**src/rtl/synth_buffer_writer.sv**
```systemverilog
// rtl/synth_buffer_writer.sv - oscillator sample generator writing stereo words into a BRAM ring
//
// Purpose: phase-accumulator oscillator (saw/square/triangle/silence) scaled by an
// unsigned amplitude; each sample is written as {L,R} into a BRAM ring buffer that a
// downstream DMA stage drains. The consumer's read pointer provides flow control so the
// ring never overruns (at most DEPTH-1 words held).
//
// Ports:
//   clk, rst          system clock, asynchronous active-high reset
//   enable            generate/write while ring space exists
//   phase_rst         synchronous pulse clearing the phase accumulator
//   phase_inc         phase increment applied after each written word
//   wave_sel          0 saw, 1 square, 2 triangle, 3 silence
//   amplitude         unsigned gain, 16'hFFFF ~ unity
//   rd_ptr            consumer's next word index to read
//   BRAM_*            BRAM write port (clk/rst forwarded, en/we/addr/din registered)
//   wr_ptr            next word index to write
//   full, level       combinational ring occupancy status
module synth_buffer_writer #(
    parameter int          ADDR_W    = 10,
    parameter logic [31:0] BASE_ADDR = 32'h0
) (
    input  logic              clk,
    input  logic              rst,
    input  logic              enable,
    input  logic              phase_rst,
    input  logic [31:0]       phase_inc,
    input  logic [1:0]        wave_sel,
    input  logic [15:0]       amplitude,
    input  logic [ADDR_W-1:0] rd_ptr,
    output logic [31:0]       BRAM_addr,
    output logic              BRAM_clk,
    output logic [31:0]       BRAM_din,
    output logic              BRAM_en,
    output logic              BRAM_rst,
    output logic [3:0]        BRAM_we,
    output logic [ADDR_W-1:0] wr_ptr,
    output logic              full,
    output logic [ADDR_W-1:0] level
);

    typedef enum logic [1:0] {
        S_IDLE  = 2'd0,
        S_GEN   = 2'd1,
        S_WRITE = 2'd2
    } state_t;

    state_t            state_q;
    logic [31:0]       phase_q;
    logic [31:0]       inc_q;
    logic [ADDR_W-1:0] wr_ptr_q;
    logic [31:0]       addr_q;
    logic [31:0]       din_q;
    logic              en_q;
    logic [3:0]        we_q;

    logic [ADDR_W-1:0] wr_ptr_d;
    logic [31:0]       addr_d;
    logic [15:0]       p;
    logic [14:0]       tri_t;
    logic signed [15:0] wave_d;
    logic signed [32:0] wave_x;
    logic signed [32:0] amp_x;
    logic signed [32:0] prod;
    logic [15:0]       sample_d;

    // Ring pointer arithmetic wraps naturally at ADDR_W bits.
    assign wr_ptr_d = wr_ptr_q + ADDR_W'(1);
    assign addr_d   = BASE_ADDR + 32'({wr_ptr_d, 2'b00});
    assign full     = (wr_ptr_d == rd_ptr);
    assign level    = wr_ptr_q - rd_ptr;

    always_comb begin
        p      = phase_q[31:16];
        tri_t  = p[15] ? ~p[14:0] : p[14:0];
        wave_d = '0;
        case (wave_sel)
            2'd0:    wave_d = {~p[15], p[14:0]};
            2'd1:    wave_d = p[15] ? 16'sh8000 : 16'sh7FFF;
            2'd2:    wave_d = {tri_t, 1'b0} - 16'h8000;
            default: wave_d = '0;
        endcase
        // Both operands widened to 33 bits; |w*amp| < 2^31 so the product never overflows.
        wave_x   = 33'(wave_d);
        amp_x    = {17'b0, amplitude};
        prod     = wave_x * amp_x;
        sample_d = prod[31:16];
    end

    always_ff @(posedge clk or posedge rst) begin
        if (rst) begin
            state_q  <= S_IDLE;
            phase_q  <= '0;
            inc_q    <= '0;
            wr_ptr_q <= '0;
            addr_q   <= BASE_ADDR;
            din_q    <= '0;
            en_q     <= 1'b0;
            we_q     <= 4'h0;
        end else begin
            case (state_q)
                S_IDLE: begin
                    if (enable && !full) begin
                        state_q <= S_GEN;
                    end
                end
                S_GEN: begin
                    // Sample word and the increment it advances by are captured together,
                    // so config changes only affect the following word.
                    din_q   <= {sample_d, sample_d};
                    inc_q   <= phase_inc;
                    en_q    <= 1'b1;
                    we_q    <= 4'hF;
                    state_q <= S_WRITE;
                end
                S_WRITE: begin
                    en_q     <= 1'b0;
                    we_q     <= 4'h0;
                    wr_ptr_q <= wr_ptr_d;
                    addr_q   <= addr_d;
                    phase_q  <= phase_q + inc_q;
                    state_q  <= S_IDLE;
                end
                default: begin
                    state_q <= S_IDLE;
                end
            endcase
            // Placed after the case so it overrides the WRITE-state phase advance.
            if (phase_rst) begin
                phase_q <= '0;
            end
        end
    end

    assign BRAM_clk  = clk;
    assign BRAM_rst  = rst;
    assign BRAM_addr = addr_q;
    assign BRAM_din  = din_q;
    assign BRAM_en   = en_q;
    assign BRAM_we   = we_q;
    assign wr_ptr    = wr_ptr_q;

endmodule

```
**config.mk**
```make
export PLATFORM = sky130hd
export DESIGN_NAME = synth_buffer_writer
export DESIGN_NICKNAME = d
export VERILOG_FILES = /design/src/rtl/synth_buffer_writer.sv
export SDC_FILE = /design/constraint.sdc
export NUM_CORES = 1
export LEC_CHECK = 0
export BUFFER_PORTS_ARGS = -buffer_cell sky130_fd_sc_hd__buf_4
export CAP_MARGIN = 20
export CORE_MARGIN = 2
export CORE_UTILIZATION = 60
export DETAILED_ROUTE_END_ITERATION = 8
export PLACE_DENSITY = 0.81
export SLEW_MARGIN = 20
export SYNTH_ARGS = -nofsm -noshare
export SYNTH_HDL_FRONTEND = slang
export SYNTH_SLANG_ARGS = --single-unit
```
**constraint.sdc**
```tcl
create_clock -name clk -period 9.13 [get_ports clk]
set_input_delay 0.4565 -clock clk [delete_from_list [all_inputs] [get_ports clk]]
set_output_delay 0.4565 -clock clk [all_outputs]
set_load 0.05 [all_outputs]
```
==> out/qor.yml <==
n_antenna_cell: 0
synth.cell_area_um2: 14600
placed_cells: 1976
port_buffers: 133
grt_usage: 0.282
drt_iter0_drc: 618
cts_tree: "done"
holdBufCountCts: 0
synth_edf_count: 0
post-cts-setup-buffers: 0
grt_antenna_before_repair: 0
drtPass1Iterations: 6
wire_per_inst_um: 17.1
ios: 156
fmax_mhz: 125
finalHoldViolations: 1
rows: 57
synth_cell_types: 58
dieArea_um2: 25600
critPathTopFamily: "adder cells"
crit_arrival_ns: 8.38
grt_overflow_total: 0
worst_setup_path_end_kind: "register"
min_period_over_period: 0.878
worst_slew_pin_slew_ns: 0.759
grtUsageMet2: 0.482
crit_path_start_kind: "register"
yosysMostFrequentCell: "inv_1"
grt-busiest-layer: "met2"
cp_num_buf_inv: 4
yosysTopAreaCell: "fa_1"
die_y_um: 160
grt_use_met3: 0.0551
timing.hold.ws_ns: -0.00373
max_stage_delay_ns: 0.56
setup_violations: 0
synth_top_area_share: 0.268
synthCells: 1592
multi_input_area_um2: 10700
crit_top_cell: "fa_1"
ant_nets: 0
setup_ws_ns: 1.12
drcViolationCount: 0
fin_setup_tns_ns: 0
clkTransAtPathRegs_ns: 0.08
start_util: 0.605
critPathSlowestCell: "fa_1"
slew_headroom: 0.494
ys_ff_latch: 93
async_reset_ff_frac: 1.00
synth-warning-count: 0
grt_max_degree: 58
fin_crit_ns: 8.01
hold_class: "input pin to async pin"
area_growth_pct: 9.55
clk_latency_ns: 0.48
synth_area_leaders: "fa_1 (27%), dfrtp_1 (16%), ha_1 (14%), inv_1 (6.9%), nand2_1 (4.0%)"
dp_hpwl_um: 26600
cap_violations: 0
num_vias: 11100
postSynthAreaPerCell_um2: 9.17
drive_above_1_share: 0.139
synth-seq-area-share: 0.159
cts_resized: 0
gp_congestion: 0.897
stdcell_count: 1996
synthFlopType: "dfrtp_1"
die_x_um: 160
routed_wl_um: 34100
fin_skew_ns: 0.0119
critPathMaxFanout: 16
status: "complete, but fails checks"
rsz0062_at_grt: "false"
regArea_um2: 2330
grt_pass1_vias: 11900
slew_viol_final: 0
post-place-ws_ns: 0.738
grtUsageMet1: 0.359
coreArea_um2: 24100
netlist_top_cells_count: "inv_1 (267), fa_1 (195), ha_1 (160)"
routed_via_density: 5.58
violations: "negative hold slack"
grt_pass1_wl_um: 57800
nNetsFinal: 2086
worstPathRequired_ns: 9.49
fill_cells: 1968
critPathKind: "register to register"
==> worst register-to-register path, stage by stage, from the launching register on <==
cell and delay [ns]:
dfrtp_1 0.38, nand2_1 0.35, nor2_1 0.08, a21oi_1 0.13, o22a_1 0.52, nor2b_1 0.15, fa_1 0.56, inv_1 0.05
fa_1 0.46, fa_1 0.51, inv_1 0.05, fa_1 0.45, fa_1 0.54, inv_1 0.06, fa_1 0.48, inv_1 0.04
ha_1 0.27, a21o_1 0.18, a221o_1 0.35, a221o_1 0.45, a211o_1 0.36, a2111oi_4 0.38, o31ai_1 0.19, o41a_1 0.39
a21oi_2 0.17, xnor2_1 0.08, mux2_2 0.27
==> through the flow <==
step | util | hold WS (ns) | instance area, um^2
global route | 0.663 | 0.0377 | 16000
floorplan | - | 0.485 | 14700
finish | 0.663 | -0.00373 | 16000
global placement | 0.647 | 0.498 | 15600
detailed placement | 0.647 | 0.501 | 15600
CTS | 0.663 | 0.00785 | 16000
==> layout make-up <==
type | instances | share of cell area
Clock inverter | 7 | 0.00501
Multi-Input combinational cell | 1140 | 0.671
Timing Repair Buffer | 152 | 0.0714
Sequential cell | 93 | 0.146
Clock buffer | 13 | 0.0193
Inverter | 267 | 0.0629
Tap cell | 324 | 0.0254
==> worst paths after layout <==
check                             start            to  slack (ns)  depth (start not counted)
min reg2reg                   inc_q[18]     inc_q[18]        0.51                          1
min in group clk           phase_inc[5]      inc_q[5]        0.21                          2
min                                 rst      inc_q[9]      -0.004                          2
max in group asynchronous           rst     inc_q[31]        8.00                          3
max                         phase_q[31]  BRAM_din[15]        1.12                         26
max reg2reg                 phase_q[31]  BRAM_din[15]        1.12                         26
==> registers in the layout, summed over array words and instances, names as in the netlist <==
signal	flops
BRAM_din	16
inc_q	32
BRAM_we	1
phase_q	32
wr_ptr	10
state_q	2
==> logic make-up (layout without fill, tap and decap cells) <==
group | after synthesis | in the layout | share of synthesized area
compound gates | 202 | 202 | 0.0906
xor+xnor | 72 | 72 | 0.0432
fa+ha+maj | 355 | 355 | 0.405
buf+inv | 380 | 439 | 0.112
flops | 93 | 93 | 0.159
mux | 60 | 60 | 0.0449
other cells | 1 | 22 | 0.000257
simple gates | 429 | 429 | 0.145
==> metal layers <==
layer | routed length (um) | vias to the layer above
met1 | 13700 | 5525
met2 | 16900 | 391
met3 | 2450 | 78
li1 | - | 5145
met4 | 1070 | 0
met5 | 0 | -
==> placed cells by master (no fill, tap or decap), types with 5 or more instances in the layout <==
cell type	n
inv_1	266
fa_1	195
ha_1	158
nand2_1	155
buf_4	152
dfrtp_1	93
and2_1	75
nor2_1	72
a21oi_1	72
xnor2_1	50
mux2_2	44
nor2b_1	44
a21o_1	27
o21ai_0	22
xor2_1	22
conb_1	22
nand3_1	19
nand2b_1	17
mux2i_1	16
o22ai_1	16
a211oi_1	12
clkbuf_16	12
and3_1	10
or2_2	9
o21bai_1	6
o21a_1	5
a211o_1	5
nand4_1	5
and4_1	5
a21boi_0	5
Power is left out: the tool's default activity adds up to more than one toggle a clock period on the data nets, which glitch-free logic cannot reach.
